[config.mk]
export PLATFORM = sky130hd
export DESIGN_NAME = stopwatch_ctrl_flat
export DESIGN_NICKNAME = d
export VERILOG_FILES = /design/src/rtl/stopwatch_pkg.sv /design/src/rtl/stopwatch_if.sv /design/src/rtl/sw_debounce.sv /design/src/rtl/stopwatch_ctrl.sv /design/src/flat_wrapper.sv
export SDC_FILE = /design/constraint.sdc
export NUM_CORES = 1
export LEC_CHECK = 0
export CORE_UTILIZATION = 50
export CTS_CLUSTER_SIZE = 14
export DETAILED_ROUTE_END_ITERATION = 10
export PLACE_DENSITY = 0.69
export SYNTH_ARGS = -nofsm -noshare
export SYNTH_HDL_FRONTEND = slang
export SYNTH_HIERARCHICAL = 1
export SYNTH_SLANG_ARGS = --single-unit
[constraint.sdc]
create_clock -name Clk -period 2.13 [get_ports Clk]
set_clock_uncertainty 0.05 [all_clocks]
set_input_delay 0.426 -clock Clk [delete_from_list [all_inputs] [get_ports Clk]]
set_output_delay 0.426 -clock Clk [all_outputs]
set_load 0.005 [all_outputs]
[src/rtl/stopwatch_pkg.sv]
// Shared types and constants for the stopwatch sequencer slice.
// Time values are DIGITS packed BCD digits, digit 0 in bits [3:0].
package stopwatch_pkg;

  localparam int DIGITS = 6;
  localparam int TIME_W = DIGITS * 4;

  typedef enum logic [1:0] {
    IDLE  = 2'd0,
    RUN   = 2'd1,
    PAUSE = 2'd2
  } sw_state_t;

  // The Start button toggles between RUN and PAUSE, and leaves IDLE into RUN.
  function automatic sw_state_t start_next(sw_state_t cur);
    case (cur)
      IDLE:    return RUN;
      RUN:     return PAUSE;
      PAUSE:   return RUN;
      default: return IDLE;
    endcase
  endfunction

endpackage

[src/rtl/stopwatch_if.sv]
// Board-side bundle of the stopwatch sequencer: raw buttons and live time in,
// counter controls, display time and status out.
interface stopwatch_if
  import stopwatch_pkg::*;
#(
  parameter int LAP_DEPTH = 4
) ();

  localparam int CNT_W = $clog2(LAP_DEPTH + 1);

  logic              fStart;
  logic              fStop;
  logic              fRecord;
  logic [TIME_W-1:0] i_Time;
  logic              o_CntEn;
  logic              o_CntClr;
  logic [TIME_W-1:0] o_DispTime;
  logic [1:0]        o_State;
  logic [CNT_W-1:0]  o_LapCnt;
  logic              o_LapFull;

  modport master (
    output fStart, fStop, fRecord, i_Time,
    input  o_CntEn, o_CntClr, o_DispTime, o_State, o_LapCnt, o_LapFull
  );

  modport slave (
    input  fStart, fStop, fRecord, i_Time,
    output o_CntEn, o_CntClr, o_DispTime, o_State, o_LapCnt, o_LapFull
  );

endinterface

[src/rtl/sw_debounce.sv]
// Button conditioner: 2-FF synchronizer, stable-level debounce and a
// single-cycle press pulse on the debounced 1->0 edge (buttons are active-low).
module sw_debounce #(
  parameter int DEB_CYCLES = 500_000
) (
  input  logic clk,
  input  logic rst_n,
  input  logic raw_n,
  output logic press
);

  localparam int CW = $clog2(DEB_CYCLES + 1);

  logic          sync_1;
  logic          sync_2;
  logic          level;
  logic          level_q;
  logic [CW-1:0] cnt;

  always_ff @(posedge clk or negedge rst_n) begin
    if (!rst_n) begin
      sync_1  <= 1'b1;
      sync_2  <= 1'b1;
      level   <= 1'b1;
      level_q <= 1'b1;
      cnt     <= '0;
      press   <= 1'b0;
    end else begin
      sync_1  <= raw_n;
      sync_2  <= sync_1;
      level_q <= level;
      press   <= level_q & ~level;
      // Any return to the accepted level restarts the stability count.
      if (sync_2 == level) begin
        cnt <= '0;
      end else if (cnt == CW'(DEB_CYCLES - 1)) begin
        level <= sync_2;
        cnt   <= '0;
      end else begin
        cnt <= cnt + CW'(1);
      end
    end
  end

endmodule

[src/rtl/stopwatch_ctrl.sv]
// Stopwatch sequencer: debounced buttons drive the IDLE/RUN/PAUSE FSM, the lap
// buffer and the display mux. Define LAP_HOLD_EN to freeze the display on each lap.
module stopwatch_ctrl
  import stopwatch_pkg::*;
#(
  parameter int DEB_CYCLES  = 500_000,
  parameter int LAP_DEPTH   = 4,
  parameter int HOLD_CYCLES = 100_000_000
) (
  input  logic        Clk,
  input  logic        Rst,
  stopwatch_if.slave  bus
);

  localparam int                 CNT_W    = $clog2(LAP_DEPTH + 1);
  localparam int                 IDX_W    = $clog2(LAP_DEPTH);
  localparam logic [CNT_W-1:0]   FULL_CNT = CNT_W'(LAP_DEPTH);

  logic start_ev;
  logic stop_ev;
  logic rec_ev;

  sw_debounce #(.DEB_CYCLES(DEB_CYCLES)) u_deb_start (
    .clk(Clk), .rst_n(Rst), .raw_n(bus.fStart), .press(start_ev)
  );
  sw_debounce #(.DEB_CYCLES(DEB_CYCLES)) u_deb_stop (
    .clk(Clk), .rst_n(Rst), .raw_n(bus.fStop), .press(stop_ev)
  );
  sw_debounce #(.DEB_CYCLES(DEB_CYCLES)) u_deb_record (
    .clk(Clk), .rst_n(Rst), .raw_n(bus.fRecord), .press(rec_ev)
  );

  sw_state_t         state;
  logic [TIME_W-1:0] lap [LAP_DEPTH];
  logic [CNT_W-1:0]  lap_cnt;
  logic [IDX_W-1:0]  rec_idx;
  logic              rec_act;
  logic              cnt_en;
  logic              cnt_clr;
  logic [TIME_W-1:0] disp;

`ifdef LAP_HOLD_EN
  localparam int HOLD_W = $clog2(HOLD_CYCLES + 1);
  logic [HOLD_W-1:0] hold_cnt;
  logic [TIME_W-1:0] hold_val;
`else
  logic unused_hold;
  assign unused_hold = (HOLD_CYCLES != 0);
`endif

  always_ff @(posedge Clk or negedge Rst) begin
    if (!Rst) begin
      state   <= IDLE;
      lap_cnt <= '0;
      rec_idx <= '0;
      rec_act <= 1'b0;
      cnt_en  <= 1'b0;
      cnt_clr <= 1'b0;
      disp    <= '0;
      // NOTE: the lap entries are reset (and wiped on Stop) so a recall can
      // never expose data captured before the last clear.
      for (int i = 0; i < LAP_DEPTH; i++) lap[i] <= '0;
`ifdef LAP_HOLD_EN
      hold_cnt <= '0;
      hold_val <= '0;
`endif
    end else begin
      // NOTE: all state here uses <=, so every right-hand side sees the
      // pre-edge values and later assignments override the defaults below.
      cnt_clr <= 1'b0;
      cnt_en  <= (state == RUN);
`ifdef LAP_HOLD_EN
      if (hold_cnt != '0) hold_cnt <= hold_cnt - HOLD_W'(1);
`endif

      // Event priority Stop > Start > Record; losers are dropped.
      if (stop_ev) begin
        state   <= IDLE;
        cnt_clr <= 1'b1;
        lap_cnt <= '0;
        rec_idx <= '0;
        rec_act <= 1'b0;
        for (int i = 0; i < LAP_DEPTH; i++) lap[i] <= '0;
`ifdef LAP_HOLD_EN
        hold_cnt <= '0;
`endif
      end else if (start_ev) begin
        state   <= start_next(state);
        rec_idx <= '0;
        rec_act <= 1'b0;
`ifdef LAP_HOLD_EN
        hold_cnt <= '0;
`endif
      end else if (rec_ev) begin
        if (state == RUN) begin
          if (lap_cnt != FULL_CNT) begin
            lap[lap_cnt[IDX_W-1:0]] <= bus.i_Time;
            lap_cnt                 <= lap_cnt + CNT_W'(1);
`ifdef LAP_HOLD_EN
            hold_cnt <= HOLD_W'(HOLD_CYCLES);
            hold_val <= bus.i_Time;
`endif
          end
        end else if (lap_cnt != '0) begin
          // Recall walks lap 0..LapCnt-1, then drops back to the live time.
          if (!rec_act) begin
            rec_act <= 1'b1;
            rec_idx <= '0;
          end else if (CNT_W'(rec_idx) == lap_cnt - CNT_W'(1)) begin
            rec_act <= 1'b0;
          end else begin
            rec_idx <= rec_idx + IDX_W'(1);
          end
        end
      end

`ifdef LAP_HOLD_EN
      if (hold_cnt != '0)  disp <= hold_val;
      else if (rec_act)    disp <= lap[rec_idx];
      else                 disp <= bus.i_Time;
`else
      if (rec_act)         disp <= lap[rec_idx];
      else                 disp <= bus.i_Time;
`endif
    end
  end

  assign bus.o_State    = state;
  assign bus.o_CntEn    = cnt_en;
  assign bus.o_CntClr   = cnt_clr;
  assign bus.o_DispTime = disp;
  assign bus.o_LapCnt   = lap_cnt;
  assign bus.o_LapFull  = (lap_cnt == FULL_CNT);

endmodule

[src/flat_wrapper.sv]
// flat-port wrapper written by rule: the top's interface ports become plain ports
module stopwatch_ctrl_flat import stopwatch_pkg::*;
#(
  parameter int DEB_CYCLES  = 500_000,
  parameter int LAP_DEPTH   = 4,
  parameter int HOLD_CYCLES = 100_000_000
)
  (Clk, Rst, bus_fStart, bus_fStop, bus_fRecord, bus_i_Time, bus_o_CntEn, bus_o_CntClr, bus_o_DispTime, bus_o_State, bus_o_LapCnt, bus_o_LapFull);
  stopwatch_if #(.LAP_DEPTH(LAP_DEPTH)) bus_i ();
  input  logic Clk;
  input  logic Rst;
  input wire logic [$bits(bus_i.fStart)-1:0] bus_fStart;
  input wire logic [$bits(bus_i.fStop)-1:0] bus_fStop;
  input wire logic [$bits(bus_i.fRecord)-1:0] bus_fRecord;
  input wire logic [$bits(bus_i.i_Time)-1:0] bus_i_Time;
  output wire logic [$bits(bus_i.o_CntEn)-1:0] bus_o_CntEn;
  output wire logic [$bits(bus_i.o_CntClr)-1:0] bus_o_CntClr;
  output wire logic [$bits(bus_i.o_DispTime)-1:0] bus_o_DispTime;
  output wire logic [$bits(bus_i.o_State)-1:0] bus_o_State;
  output wire logic [$bits(bus_i.o_LapCnt)-1:0] bus_o_LapCnt;
  output wire logic [$bits(bus_i.o_LapFull)-1:0] bus_o_LapFull;
  assign bus_i.fStart = bus_fStart;
  assign bus_i.fStop = bus_fStop;
  assign bus_i.fRecord = bus_fRecord;
  assign bus_i.i_Time = bus_i_Time;
  assign bus_o_CntEn = bus_i.o_CntEn;
  assign bus_o_CntClr = bus_i.o_CntClr;
  assign bus_o_DispTime = bus_i.o_DispTime;
  assign bus_o_State = bus_i.o_State;
  assign bus_o_LapCnt = bus_i.o_LapCnt;
  assign bus_o_LapFull = bus_i.o_LapFull;
  stopwatch_ctrl #(.DEB_CYCLES(DEB_CYCLES), .LAP_DEPTH(LAP_DEPTH), .HOLD_CYCLES(HOLD_CYCLES)) u_core (.Clk(Clk), .Rst(Rst), .bus(bus_i));
endmodule
==> results of run 1 <==
[what timing repair did]
item	CTS	global route
pin swaps	0	1
hold endpoints to repair	57	0
gates resized for setup	5	1
hold buffers	1	0
endpoints found under the setup margin	1	15
buffers inserted	2	0
[cells by family after synthesis]
kind of cell    after synthesis
compound gates               51
xor+xnor                     51
fa+ha+maj                     8
buf+inv                      56
flops                       202
mux                         128
simple gates                301
[through the flow]
| step | hold slack [ps] | instances | area, sq um | setup WS, ps | power, mW |
|---|---|---|---|---|---|
| after detailed placement | 297 | 1080 | 10400 | 161 | 4.50 |
| after floorplan | 80.4 | 797 | 9450 | 211 | 4.22 |
| after global routing | 287 | 1122 | 11200 | 16.2 | 8.41 |
| after CTS | 272 | 1122 | 11200 | 140 | 8.21 |
| final | 287 | 1123 | 11200 | 164 | 8.10 |
| after global placement | 298 | 1080 | 10400 | 242 | 4.47 |
[layer usage]
| layer | part of all wire, % | GRT usage [%] | vias up |
|---|---|---|---|
| met5 | 0 | 0 | - |
| met4 | 2.0 | 6.02 | 0 |
| met3 | 3.7 | 3.20 | 30 |
| met2 | 51 | 37.9 | 123 |
| met1 | 43 | 27.4 | 3181 |
| li1 | - | - | 2927 |
[final timing paths]
kind | from | to | slack [ps] | depth (start not counted)
min in group asynchronous | Rst | u_core/bus.o_LapCnt[2] | 450 | 2
worst max register to register | u_core/u_deb_record/cnt[0] | u_core/u_deb_record/cnt[18] | 170 | 5
worst min-delay path | bus_fStop | u_core/u_deb_stop/sync_1 | 290 | 1
worst min register to register | u_core/u_deb_stop/sync_1 | u_core/u_deb_stop/sync_2 | 310 | 0
max in group asynchronous | Rst | u_core/u_deb_stop/sync_1 | 860 | 3
worst max-delay path | u_core/bus.o_LapCnt[2] | bus_o_LapCnt[2] | 160 | 1
[flip-flops by register name, summed over array words and instances (netlist names), 2 cells and up]
name                     count
u_core/bus.o_State           2
u_core/u_deb_start/cnt      19
u_core/u_deb_stop/cnt       19
u_core/u_deb_record/cnt     19
u_core/bus.o_LapCnt          3
u_core/rec_idx               2
u_core/lap                  96
u_core/bus.o_DispTime       24
[power by group through the flow]
stage                     clock network, mW  logic, mW  registers (mW)
final                                  3.68      0.402            4.02
after global routing                   3.92      0.453            4.03
after CTS                              3.77      0.412            4.02
after detailed placement                  0      0.407            4.09
after global placement                    0      0.390            4.08
after floorplan                           0      0.152            4.07
[placed cells by master (no fill, tap or decap), types with 5 or more instances in the layout]
cell and count:
mux2_2 11, nand4_1 13, buf_12 9, nor3_1 9
nor2_1 132, inv_1 15, clkbuf_1 9, nor2b_1 6
or3_1 8, ha_1 7, xnor2_1 37, nand4_4 5
clkdlybuf4s50_1 58, mux2_4 16, nand2_1 68, nand3_1 25
mux4_2 24, clkbuf_16 23, xor2_1 14, mux2i_1 77
clkbuf_8 5, buf_4 25, a21oi_1 34, o21ai_0 8
dfstp_2 12, nor4_1 14, dfrtp_1 187
[area by class of cell]
type	count	area share [%]
well taps	229	2.56
multi-input cells	539	36.4
clock inverters	3	0.358
flip-flops and latches	202	45.4
inverters	18	0.604
repair buffers	95	8.77
diodes	1	0.0224
clock buffers	36	5.94
==> flow_summary.json, run 1 <==
{
  "status": "finished, final reports clean",
  "synth_commonest_cells": "dfrtp_1 (190), nor2_1 (132), mux2i_1 (77)",
  "synth_area_leaders": "dfrtp_1 (50%), mux2i_1 (8.2%), mux4_2 (5.7%)",
  "grt_antenna_before_repair": 1,
  "yosys.area.top_type_share_pct": 50.3,
  "synthSimpleGateAreaFrac_pct": 15.8,
  "track_usage_pct": 21.4,
  "rsz0062_at_grt": "no",
  "relSlewSlack_pct": 59.5,
  "htree_levels": 1,
  "maxCapViolations": 0,
  "cts_sinks": 202,
  "critPathMaxFanout": 6,
  "synth_area_sq_um": 9450,
  "tns_ps": 0,
  "start_kind": "register",
  "peakVddDrop_mv": 0.522,
  "vias_per_cell": 5.58,
  "wl_microns": 19700,
  "setup_viol": 0,
  "grt_pass1_wl_microns": 33700,
  "routedWlPerCell_microns": 17.5,
  "path_buf_inv": 1,
  "cp_slowest_stage_delay_ps": 540,
  "ff_latch_area_sq_um": 5080,
  "grt_max_degree": 70,
  "coreArea_sq_um": 18200,
  "cp.arrival_ps": 1490,
  "power_density_nw_per_um2": 724,
  "start_util_pct": 51.9,
  "power.switching_mw": 1.70,
  "synth_nets": 834,
  "ys_seq_area_share_pct": 53.7,
  "ant_nets": 0,
  "cp-end-kind": "output port",
  "vias": 6261,
  "syn_inst": 797,
  "crit_type": "reg -> out",
  "cts_root_buf": "clkbuf_16",
  "fmax_mhz": 509,
  "synth_compound_area_share_pct": 3.62,
  "final_hold_viol_count": 0,
  "seqPwrFrac_pct": 49.7,
  "path_cells": "clkdlybuf4s50_1",
  "first_iter_violations": 315,
  "overflow": 0,
  "synth_top_family_by_area": "multiplexers",
  "yosysMostFrequentCell": "dfrtp_1",
  "multi_input_area_sq_um": 4070,
  "io-pin-count": 61,
  "utilization_pct": 61.5,
  "cts_buffer_depth": 3,
  "cts_made_buffers": 22,
  "syn_avg_cell_area_sq_um": 11.9,
  "synth_seq_cells": 202,
  "required_ps": 1650,
  "synth_fa_ha_area_share_pct": 1.06,
  "tightest_slew_ps": 608,
  "cp_top_family": "buffers and inverters",
  "synth_top_area_cell": "dfrtp_1",
  "dieWidth_microns": 139,
  "hpwl_microns": 12800,
  "fin_nets": 915,
  "gp_congestion": 0.822,
  "finalMaxSlewViolations": 0,
  "dieArea_sq_um": 19400,
  "area.growth.synth_to_final_pct": 18.5,
  "min_period_over_period_pct": 92.3,
  "cts_tree": "built",
  "critPathSlowestCell": "clkdlybuf4s50_1",
  "clk_pin_slew_ps": 60,
  "synth_edf_count": 0,
  "clock_latency_ps": 500,
  "leakage_nw": 5.16,
  "fin_crit_ps": 1970,
  "power.share.clock_pct": 45.4,
  "synth_mux_area_share_pct": 17.7,
  "combPwrFrac_pct": 5.0,
  "ys.flop_type": "dfrtp_1",
  "io_buffers": 60,
  "hold_class": "in -> reg",
  "sw_frac_of_total_pct": 21.0,
  "p_int_mw": 6.40,
  "drive_gt1_share_pct": 17.2,
  "dr.pass1.iters": 5,
  "drcViolationCount": 0,
  "grt_pass1_vias": 6784,
  "die_h_microns": 139,
  "synthDistinctLibCells": 45,
  "synth-xor-area-share_pct": 4.73,
  "rows": 49,
  "ys_async_sr_fraction_pct": 100,
  "yosysWarningCount": 6,
  "fillers": 1407
}
Power figures use the tool's default switching activity.
==> inputs of run 2 (changes only) <==
CTS_CLUSTER_DIAMETER = 40   (was not set)
==> run 2 against run 1 <==
Effect of this change:
- non-clock buffer count stayed put
- clock-buffer cell count stayed put
- power is 15% higher
- largest cell class unchanged
- largest power group is now clock
==> flow_summary.json, run 2 (synthesis gave the netlist of run 1 again) <==
{
  "status": "finished, final reports clean",
  "use_met2_pct": 39.3,
  "holdPathStages": 1,
  "io-pin-count": 61,
  "power.share.clock_pct": 52.5,
  "final_area_sq_um": 11500,
  "busiest_layer": "met2",
  "area.growth.synth_to_final_pct": 21.9,
  "first_iter_violations": 365,
  "fmax_mhz": 498,
  "cts_buffer_depth": 3,
  "htree_levels": 1,
  "leakage_nw": 5.31,
  "hold_class": "in -> reg",
  "required_ps": 1650,
  "fin_crit_ps": 2010,
  "start_util_pct": 51.9,
  "coreArea_sq_um": 18200,
  "dp.cells": 1080,
  "utilization_pct": 63.2,
  "crit_cells": 1,
  "power_mw": 9.33,
  "post_dp_cell_area_sq_um": 10400,
  "dieWidth_microns": 139,
  "hpwl_microns": 12800,
  "reg2reg_depth": 5,
  "relSlewSlack_pct": 59.2,
  "finalMaxSlewViolations": 0,
  "wl_microns": 20000,
  "cts_root_buf": "clkbuf_16",
  "rsz0062_at_grt": "no",
  "setup_ws_ps": 122,
  "fillers": 1380,
  "cp-end-kind": "output port",
  "critPathSlowestCell": "clkdlybuf4s50_1",
  "final_common_cell": "dfrtp_1",
  "seqPwrFrac_pct": 43.2,
  "routedWlPerCell_microns": 17.6,
  "vias_per_cell": 5.59,
  "dr.pass1.iters": 4,
  "vias": 6376,
  "drive_gt1_share_pct": 19.5,
  "min_period_over_period_pct": 94.3,
  "grt_pass1_wl_microns": 34500,
  "track_usage_pct": 21.9,
  "gp_congestion": 0.822,
  "power.switching_mw": 2.12,
  "dieArea_sq_um": 19400,
  "sw_frac_of_total_pct": 22.8,
  "tightest_slew_ps": 612,
  "grt_use_met3_pct": 3.34,
  "final_cell_mix": "dfrtp_1 (187), nor2_1 (132), mux2i_1 (77)",
  "maxCapViolations": 0,
  "cts_made_buffers": 31,
  "largest_register_ffs": 96,
  "io_buffers": 60,
  "die_h_microns": 139,
  "p_int_mw": 7.20,
  "peakVddDrop_mv": 0.659,
  "crit_type": "reg -> out",
  "cp_slowest_stage_delay_ps": 540,
  "cp.arrival_ps": 1530,
  "path_buf_inv": 1,
  "clk_pin_slew_ps": 60,
  "dp_slack_ps": 161,
  "path_cells": "clkdlybuf4s50_1",
  "power_density_nw_per_um2": 810,
  "rows": 49,
  "cts_tree": "built",
  "drcViolationCount": 0,
  "final_hold_viol_count": 0,
  "ant_nets": 0,
  "setup_viol": 0,
  "grt_antenna_before_repair": 1,
  "overflow": 0,
  "clock_latency_ps": 540,
  "start_kind": "register",
  "regMostFlops": "u_core/lap",
  "grt_pass1_vias": 6955,
  "final_cells": 1141,
  "tns_ps": 0,
  "critPathMaxFanout": 6,
  "use_met1_pct": 27.1,
  "fin_nets": 924,
  "cp_top_family": "buffers and inverters",
  "cts_sinks": 202,
  "combPwrFrac_pct": 4.3,
  "whs_ps": 261,
  "grt_max_degree": 70
}
run 2: changes by cell type in the layout (fill, tap and decap cells not counted), moves of 2 or more:
cell | before | now
clkbuf_1 | 9 | 2
clkbuf_16 | 23 | 31
clkinv_2 | 2 | 4
clkinv_4 | 0 | 4
clkinvlp_4 | 0 | 6
inv_6 | 0 | 4
run 2: cell type report:
type,count,area (sq um),area share (%)
Clock inverter,21,206,1.79
Inverter,18,67.6,0.587
Sequential cell,202,5080,44.1
Timing Repair Buffer,95,981,8.52
Clock buffer,36,825,7.16
Multi-Input combinational cell,539,4070,35.3
Tap cell,229,287,2.49
Antenna cell,1,2.50,0.0217
run 2: metal layers:
layer  vias up  part of all wire (%)
met5         -                     0
met3        39                   3.5
met4         0                   2.2
li1       2964                     -
met1      3244                    43
met2       129                    51
run 2: path summary, 6_finish.rpt:
kind | from | endpoint | slack (ps)
min in group asynchronous | Rst | u_core/lap[64] | 420
max in group asynchronous | Rst | u_core/u_deb_stop/sync_1 | 880
hold / removal | bus_fStop | u_core/u_deb_stop/sync_1 | 260
hold reg to reg | u_core/u_deb_record/sync_1 | u_core/u_deb_record/sync_2 | 300
setup / recovery | u_core/bus.o_LapCnt[2] | bus_o_LapCnt[2] | 120
setup reg to reg | u_core/u_deb_start/cnt[0] | u_core/u_deb_start/cnt[16] | 140
run 2: power groups by stage:
| stage | combinational, mW | clock, mW | sequential, mW |
|---|---|---|---|
| 4_1_cts | 0.412 | 5.01 | 4.02 |
| 3_5_place_dp | 0.407 | 0 | 4.09 |
| 2_1_floorplan | 0.152 | 0 | 4.07 |
| 3_3_place_gp | 0.390 | 0 | 4.08 |
| 6_report | 0.402 | 4.90 | 4.03 |
| 5_1_grt | 0.454 | 5.15 | 4.04 |
run 2: timing repair:
action                                  CTS  global route
endpoints found under the setup margin    1             7
pin swaps                                 0             1
hold buffers                              1             0
endpoints found under the hold margin    57             0
setup buffers                             2             0
resized for setup                         5             0
cloned                                    0             0
